`src/rtl/ie_defs.sv`:
```
// Shared definitions for the 6502 instruction-execute datapath: sequencer state
// and instruction class encodings, stack beat counts and bus select constants.
package ie_defs;

   typedef enum logic [3:0] {
      IDLE = 4'd0,
      MRD  = 4'd1,
      ALU  = 4'd2,
      MWR  = 4'd3,
      PUSH = 4'd4,
      PINC = 4'd5,
      PULL = 4'd6,
      BRN  = 4'd7,
      JUMP = 4'd8,
      DONE = 4'd9
   } seq_state_t;

   typedef enum logic [3:0] {
      NOP    = 4'd0,
      FLAG   = 4'd1,
      DATA   = 4'd2,
      PUSH1  = 4'd3,
      PULL1  = 4'd4,
      JSR    = 4'd5,
      RTS    = 4'd6,
      RTI    = 4'd7,
      BRK    = 4'd8,
      BRANCH = 4'd9
   } seq_class_t;

   localparam logic [1:0] JSR_BEATS    = 2'd2;
   localparam logic [1:0] BRK_BEATS    = 2'd3;
   localparam logic [1:0] RTS_BEATS    = 2'd2;
   localparam logic [1:0] RTI_BEATS    = 2'd3;
   localparam logic       MEMSEL_OPER  = 1'b0;
   localparam logic       MEMSEL_STACK = 1'b1;

   // Number of stack beats an instruction class performs (single push/pull = 1).
   function automatic logic [1:0] total_beats(input seq_class_t cls);
      case (cls)
         JSR:     total_beats = JSR_BEATS;
         BRK:     total_beats = BRK_BEATS;
         RTS:     total_beats = RTS_BEATS;
         RTI:     total_beats = RTI_BEATS;
         default: total_beats = 2'd1;
      endcase
   endfunction

endpackage

```
`src/rtl/ie_seq_class.sv`:
```
// Priority encoder from the decoder's class flags to a single sequencer class.
module ie_seq_class
   import ie_defs::*;
(
   input  logic       is_branch,
   input  logic       is_jsr,
   input  logic       is_rts,
   input  logic       is_rti,
   input  logic       is_break,
   input  logic       is_stack_op,
   input  logic       stack_pull,
   input  logic       is_nop,
   input  logic       is_flag_inst,
   output seq_class_t cls
);

   // Highest-priority flag wins; anything unflagged is a plain data op.
   always_comb begin
      cls = DATA;
      if (is_break)          cls = BRK;
      else if (is_rti)       cls = RTI;
      else if (is_rts)       cls = RTS;
      else if (is_jsr)       cls = JSR;
      else if (is_stack_op)  cls = stack_pull ? PULL1 : PUSH1;
      else if (is_branch)    cls = BRANCH;
      else if (is_nop)       cls = NOP;
      else if (is_flag_inst) cls = FLAG;
      else                   cls = DATA;
   end

endmodule

```
`src/rtl/ie_sequencer.sv`:
```
// Cycle-level controller for the IE datapath: walks one decoded instruction through
// its bus, ALU, stack and PC-load cycles and owns the bus handshake and SP strobes.
module ie_sequencer
   import ie_defs::*;
(
   input  logic       clk,
   input  logic       reset_n,
   input  logic       start,
   input  logic       is_load,
   input  logic       is_store,
   input  logic       is_branch,
   input  logic       is_jsr,
   input  logic       is_rts,
   input  logic       is_rti,
   input  logic       is_break,
   input  logic       is_stack_op,
   input  logic       is_nop,
   input  logic       is_flag_inst,
   input  logic       stack_pull,
   input  logic       branch_taken,
   input  logic       mem_ack,
   output logic       ready,
   output logic       done,
   output logic       mem_req,
   output logic       mem_we,
   output logic       mem_sel,
   output logic       alu_en,
   output logic       wb_en,
   output logic       sp_inc,
   output logic       sp_dec,
   output logic       pc_load,
   output logic [1:0] stk_idx
);

   seq_state_t state_r, state_nx_s, entry_s;
   seq_class_t cls_r, cls_s;
   logic       load_r, store_r;
   logic [1:0] beat_r;
   logic [2:0] beat_inc_s;
   logic       last_beat_s, accept_s, beat_ack_s;

   ie_seq_class u_class (
      .is_branch   (is_branch),
      .is_jsr      (is_jsr),
      .is_rts      (is_rts),
      .is_rti      (is_rti),
      .is_break    (is_break),
      .is_stack_op (is_stack_op),
      .stack_pull  (stack_pull),
      .is_nop      (is_nop),
      .is_flag_inst(is_flag_inst),
      .cls         (cls_s)
   );

   assign accept_s    = start && (state_r == IDLE);
   assign beat_ack_s  = mem_ack && ((state_r == PUSH) || (state_r == PULL));
   assign beat_inc_s  = {1'b0, beat_r} + 3'd1;
   assign last_beat_s = beat_inc_s >= {1'b0, total_beats(cls_r)};

   // First action state for a freshly accepted instruction.
   always_comb begin
      entry_s = DONE;
      case (cls_s)
         NOP:       entry_s = DONE;
         FLAG:      entry_s = ALU;
         DATA:      entry_s = is_load ? MRD : ALU;
         PUSH1:     entry_s = ALU;
         PULL1:     entry_s = PINC;
         JSR, BRK:  entry_s = PUSH;
         RTS, RTI:  entry_s = PINC;
         BRANCH:    entry_s = BRN;
         default:   entry_s = DONE;
      endcase
   end

   // Next-state transitions; bus states wait for mem_ack.
   always_comb begin
      state_nx_s = state_r;
      case (state_r)
         IDLE: if (start) state_nx_s = entry_s; else state_nx_s = IDLE;
         MRD:  if (mem_ack) state_nx_s = ALU; else state_nx_s = MRD;
         ALU: begin
            if (cls_r == PUSH1)                  state_nx_s = PUSH;
            else if ((cls_r == DATA) && store_r) state_nx_s = MWR;
            else                                 state_nx_s = DONE;
         end
         MWR:  if (mem_ack) state_nx_s = DONE; else state_nx_s = MWR;
         PUSH: begin
            if (!mem_ack)            state_nx_s = PUSH;
            else if (!last_beat_s)   state_nx_s = PUSH;
            else if (cls_r == PUSH1) state_nx_s = DONE;
            else                     state_nx_s = JUMP;
         end
         PINC: state_nx_s = PULL;
         PULL: begin
            if (!mem_ack)            state_nx_s = PULL;
            else if (!last_beat_s)   state_nx_s = PINC;
            else if (cls_r == PULL1) state_nx_s = ALU;
            else                     state_nx_s = JUMP;
         end
         BRN:     state_nx_s = DONE;
         JUMP:    state_nx_s = DONE;
         DONE:    state_nx_s = IDLE;
         default: state_nx_s = IDLE;
      endcase
   end

   // State register, latched class and stack beat counter.
   always_ff @(posedge clk or negedge reset_n) begin
      if (!reset_n) begin
         state_r <= IDLE;
         cls_r   <= NOP;
         load_r  <= 1'b0;
         store_r <= 1'b0;
         beat_r  <= 2'd0;
      end else begin
         state_r <= state_nx_s;
         if (accept_s) begin
            cls_r   <= cls_s;
            load_r  <= is_load;
            store_r <= is_store;
            beat_r  <= 2'd0;
         end else if (beat_ack_s && (beat_r != 2'd3)) begin
            beat_r  <= beat_r + 2'd1;
         end else begin
            beat_r  <= beat_r;
         end
      end
   end

   // Output decode of the state register; strobes qualify with ack or branch result.
   always_comb begin
      ready   = 1'b0;
      done    = 1'b0;
      mem_req = 1'b0;
      mem_we  = 1'b0;
      mem_sel = MEMSEL_OPER;
      alu_en  = 1'b0;
      wb_en   = 1'b0;
      sp_inc  = 1'b0;
      sp_dec  = 1'b0;
      pc_load = 1'b0;
      case (state_r)
         IDLE: ready = 1'b1;
         MRD:  mem_req = 1'b1;
         ALU: begin
            alu_en = 1'b1;
            wb_en  = (cls_r == PULL1) || ((cls_r == DATA) && !store_r);
         end
         MWR: begin
            mem_req = 1'b1;
            mem_we  = 1'b1;
         end
         PUSH: begin
            mem_req = 1'b1;
            mem_we  = 1'b1;
            mem_sel = MEMSEL_STACK;
            sp_dec  = mem_ack;
         end
         PINC: sp_inc = 1'b1;
         PULL: begin
            mem_req = 1'b1;
            mem_sel = MEMSEL_STACK;
         end
         BRN:     pc_load = branch_taken;
         JUMP:    pc_load = 1'b1;
         DONE:    done = 1'b1;
         default: ready = 1'b0;
      endcase
   end

   assign stk_idx = beat_r;

   // load_r is kept for datapath visibility; the path choice was made at accept.
   logic unused_s;
   assign unused_s = load_r;

endmodule

```
`config.mk`:
```
export PLATFORM = sky130hd
export DESIGN_NAME = ie_sequencer
export DESIGN_NICKNAME = d
export VERILOG_FILES = /design/src/rtl/ie_defs.sv /design/src/rtl/ie_seq_class.sv /design/src/rtl/ie_sequencer.sv
export SDC_FILE = /design/constraint.sdc
export NUM_CORES = 1
export LEC_CHECK = 0
export CORE_ASPECT_RATIO = 0.75
export CORE_MARGIN = 10
export CORE_UTILIZATION = 25
export CTS_BUF_LIST = sky130_fd_sc_hd__clkbuf_16
export CTS_CLUSTER_DIAMETER = 80
export DETAILED_ROUTE_END_ITERATION = 6
export GPL_TIMING_DRIVEN = 0
export SETUP_SLACK_MARGIN = 0.15
export SLEW_MARGIN = 20
export SYNTH_ARGS = -nofsm -noshare
export SYNTH_HDL_FRONTEND = slang
export SYNTH_SLANG_ARGS = --single-unit
```
`constraint.sdc`:
```
create_clock -name clk -period 4 [get_ports clk]
set_clock_uncertainty 0.2 [all_clocks]
set_input_delay 0.4 -clock clk [delete_from_list [all_inputs] [get_ports clk]]
set_output_delay 0.4 -clock clk [all_outputs]
set_load 0.05 [all_outputs]
```
# After elaboration in Yosys (flattened, before gate mapping)
# Cells that the tools add are included.
# Widths: inputs -> output; s select.
totals:
  regBits: 11
  input_bits: 16
  out_inout_bits: 12
classes:
  add_sub_neg: 2
  magnitude_cmp: 1
  n_eq_ne: 26
  mux: 36
  reduce_logical: 19
op_table:
  columns: ["operator", "count"]
  rows:
  - ["$mux 4", 16]
  - ["$eq 4x3->1 const B", 12]
  - ["$pmux 4 s8", 1]
  - ["$eq 4x2->1 const B", 6]
  - ["$eq 4x4->1 const B", 5]
  - ["$pmux 4 s5", 1]
  - ["$reduce_or 2->1", 7]
  - ["$mux 1", 10]
  - ["$mux 2", 5]
  - ["$eq 4x1->1 const B", 2]
  - ["$logic_and 1x1->1", 5]
  - ["$logic_not 4->1", 1]
  - ["$pmux 2 s2", 1]
  - ["$reduce_or 4->1", 1]
  - ["$add 2x1->3 const B", 1]
  - ["$ge 3x2->1", 1]
  - ["$mux 3", 1]
  - ["$reduce_or 3->1", 1]
  - ["$add 2x1->2 const B", 1]
  - ["$logic_or 1x1->1", 2]
  - ["$ne 2x2->1 const B", 1]
  - ["$pmux 1 s2", 1]
  - ["$reduce_bool 2->1", 1]
  - ["$logic_not 1->1", 1]

# Longest topological paths before layout
depth:
  word_depth: 13
  ltp_mapped: 9

# Modules after synthesis
# From an unflattened synthesis, not the netlist that was laid out.
unflattened:
  cells_unflattened: 125
  area_unflattened_um2: 1063.5
modules_own_cells:
  columns: ["module", "instances", "cells_per_inst", "area_each_um2"]
  rows:
  - ["ie_sequencer", 1, 109, 970.9]
  - ["ie_seq_class", 1, 16, 92.6]

# Worst setup path after synthesis
# No wires, ideal clock.
synth_timing:
  kind: "reg-to-output"
  from: "register state_r[0]"
  to: "output port wb_en"
  arrival_time_ps: 3548
  path_slack_ps: -148
  path_stages_with_launch: 4
  path_buffers: 1
  cell_sequence: "dfrtp_1 clkbuf_1 nor3_1 nor4b_1"
synth_via:
  elab_chain_len: 2
synth_rtl:
  columns: ["item", "line_no", "text"]
  rows:
  - ["start: declaration", "ie_sequencer.sv:35", "seq_state_t state_r, state_nx_s, entry_s;"]
  - ["start signal: assignment", "ie_sequencer.sv:117", "state_r <= state_nx_s;"]
  - ["$eq 4x2->1", "ie_sequencer.sv:143", "case (state_r)"]
  - ["$mux 1", "ie_sequencer.sv:143", null]
  - ["end: declaration", "ie_sequencer.sv:28", "output logic wb_en,"]
# No other way between the ends.

# Final worst setup path
# Ends and elaborated chain as after synthesis.

==> results by group <==
Status
  • Outcome: finished clean

Critical path
  • Worst Path Max Fanout: 10
  • Crit path arrival time: around 2.5 ns
  • WP buf/inv: 2
  • Critical path's slowest cell: clkdlybuf4s50_1
  • Setup crit start kind: flip-flop
  • Critical Path Sink Type: primary output
  • Delay of the slowest critical-path stage: 0.85 ns
  • Critical Path, Cell by Cell: clkbuf_1 > nor3_1 > nor4b_2 > clkdlybuf4s50_1
  • Critical path type: reg -> out
  • Delay-heaviest family, CP: buffers and inverters
  • Required @ worst endpoint: 3.40 ns

Synth
  • Top FF cell, synth: dfrtp_1
  • Ys async rst share: 1.000
  • Yosys warnings: 0
  • Mapped Area: about 1000 um2
  • Register area share after synthesis: 0.2686
  • Synth Area per Inst: 7.705 um2
  • Number of synthesized flops with an enable pin: 0
  • Mapped Cells: 133
  • #FFs+latches synth: 11
  • Distinct cell type count after synthesis: 46
  • Mapped Nets: 152

Clocking
  • Clock root buffer: clkbuf_16
  • CTS tree: yes
  • Clock-pin slew on the worst setup and hold paths: 0.04 ns
  • Post-CTS setup buffer count: 0
  • CTS buffer count: 3
  • H-tree levels: 1
  • Clock sinks: 11
  • PostCTS Resize Cnt: 0
  • Worst skew pair latency: ~0.24 ns
  • # hold bufs at CTS: 0
  • CTS Buffer Depth: 2

STA
  • Relative slew margins: 0.5524
  • RSZ-0062 raised after global routing: no
  • Final Cycle Share: 0.7828
  • Final Setup Violations: 0
  • Final critical-path required period: 3.131 ns
  • Slew Viols, Final: 0
  • Final Hold Fails: 0
  • Fin Hold WS: 0.3104 ns
  • Setup TNS: 0 ns
  • Slew @ Worst Pin: 0.6544 ns
  • Max Freq: 319.4 MHz

Route
  • Total Routed Length: 2983 um
  • Vias post-DR: 1073
  • DRC: 0
  • Drt via density: ~4.9
  • Initial drt markers: 77
  • Avg WL per Cell: 13.68 um
  • ANT nets after route: 0
  • Drt first pass iters: 4

Floorplan
  • Die X: 93.93 um
  • Die height: 75.45 um
  • # IOs: 28
  • Row Count: 20
  • CORE AREA: around 4000 um2
  • Die area: 7086 um2
  • Initial Util: 0.2559

Place
  • IO buf count: 26
  • Routability cong.: 0.8455
  • Placed cell count: between 200 and 250
  • Detailed Place HPWL: 2322 um

Pwr
  • Static leakage: 0.0005595 uW
  • Pwr dens: 778.9 nW/um2
  • Pwr Total: 1121 uW
  • Worst vdd ir: 0.0002816 V

Cells and area
  • Area added between synthesis and finish: 40.42%
  • Final net count: 183
  • # diodes: 0
  • Post-layout util: 0.3594
  • Share of layout cells above drive strength 1: 0.07975
  • Non-Filler Instances: 218

Run
  • Maximum capacitance violations: 0

GRT
  • First-pass GRT wire length: about 4800 um
  • Vias in the first global route: 988
  • Largest net degree at the start of global routing: 12
  • Initial antenna violation count: 0
  • Gr ovfl total: 0
  • GRT Resource Usage Total: 0.08382

Worst hold path
  • Hold crit path type: in -> async
## final timing paths
| path | cells after the start | start | slack (ns) | end |
|---|---|---|---|---|
| worst max-delay path | 4 | state_r[0] | 0.87 | wb_en |
| worst min-delay path | 1 | reset_n | 0.31 | stk_idx[1] |
| worst max register to register | 9 | cls_r[0] | 1.14 | state_r[0] |
| worst min register to register | 2 | store_r | 0.36 | store_r |
| max in group asynchronous | 1 | reset_n | 2.94 | state_r[0] |
| min in group clk | 2 | store_r | 0.36 | store_r |
## logic make-up after synthesis
logic type,after synthesis,share of synthesized area
simple gates,63,0.3468
compound gates,39,0.2479
buf+inv,13,0.05738
flops,11,0.2686
xor+xnor,3,0.02565
fa+ha+maj,3,0.04395
mux,1,0.009768
## cell usage in the layout (no fill, tap or decap), drive strengths merged, types with 2 or more instances in the layout
cell type,instances
clkdlybuf4s50,26
nand2b,4
o31a,2
ha,2
nor2b,3
a2111oi,2
a21oi,13
nor2,14
xnor2,2
dfrtp,11
nand3,2
nand2,17
nor3b,5
nor3,3
o21ai,10
buf,3
clkbuf,7
inv,7
or4,3
a22o,2
nand4,2
## stage by stage
step	setup WS (ns)	cell area [um2]
2_1_floorplan	0.4654	1031
3_3_place_gp	1.129	1360
3_5_place_dp	1.139	1360
4_1_cts	0.8817	1439
5_1_grt	0.7347	1439
6_report	0.8687	1439
## cell usage after synthesis (all sizes together) (2+ instances only)
cell / count / area share
a21oi: 13 / 0.063
nand3: 2 / 0.0098
inv: 6 / 0.022
a2111oi: 2 / 0.017
dfrtp: 11 / 0.27
nor2: 14 / 0.051
nor3: 3 / 0.015
o31a: 2 / 0.017
clkbuf: 4 / 0.015
ha: 2 / 0.024
o21ai: 10 / 0.049
buf: 3 / 0.021
nand4: 2 / 0.012
nor2b: 3 / 0.018
nand2b: 4 / 0.024
xnor2: 2 / 0.017
nand2: 17 / 0.062
nor3b: 5 / 0.042
a22o: 2 / 0.017
or4: 3 / 0.026
## registers in the layout, indices dropped and copies added (netlist names)
signal   count
store_r      1
state_r      4
stk_idx      2
cls_r        4
## report_power, final
part,total [uW],internal [uW],switching [uW]
clock network,181,131,49.5
logic,721,268,453
registers,219,162,57.1
## layer usage
metal  routed length (um)  global-route usage  vias to the layer above
met3                  206             0.02854                        2
met5                    0                   0                        -
li1                     -                   -                      547
met2                 1182              0.1178                       35
met4                   34             0.03529                        0
met1                 1560              0.1131                      489
## layout make-up
cell class	instances	area (um2)
clock buffer	3	75.07
buffer	7	36.28
inverter	6	22.52
timing repair buffer	26	260.3
multi-input combinational	109	696.9
sequential	11	275.3
tap	55	68.82
fill	444	2565
clock inverter	1	3.754
Note: power is estimated with default switching activity, not from simulation.
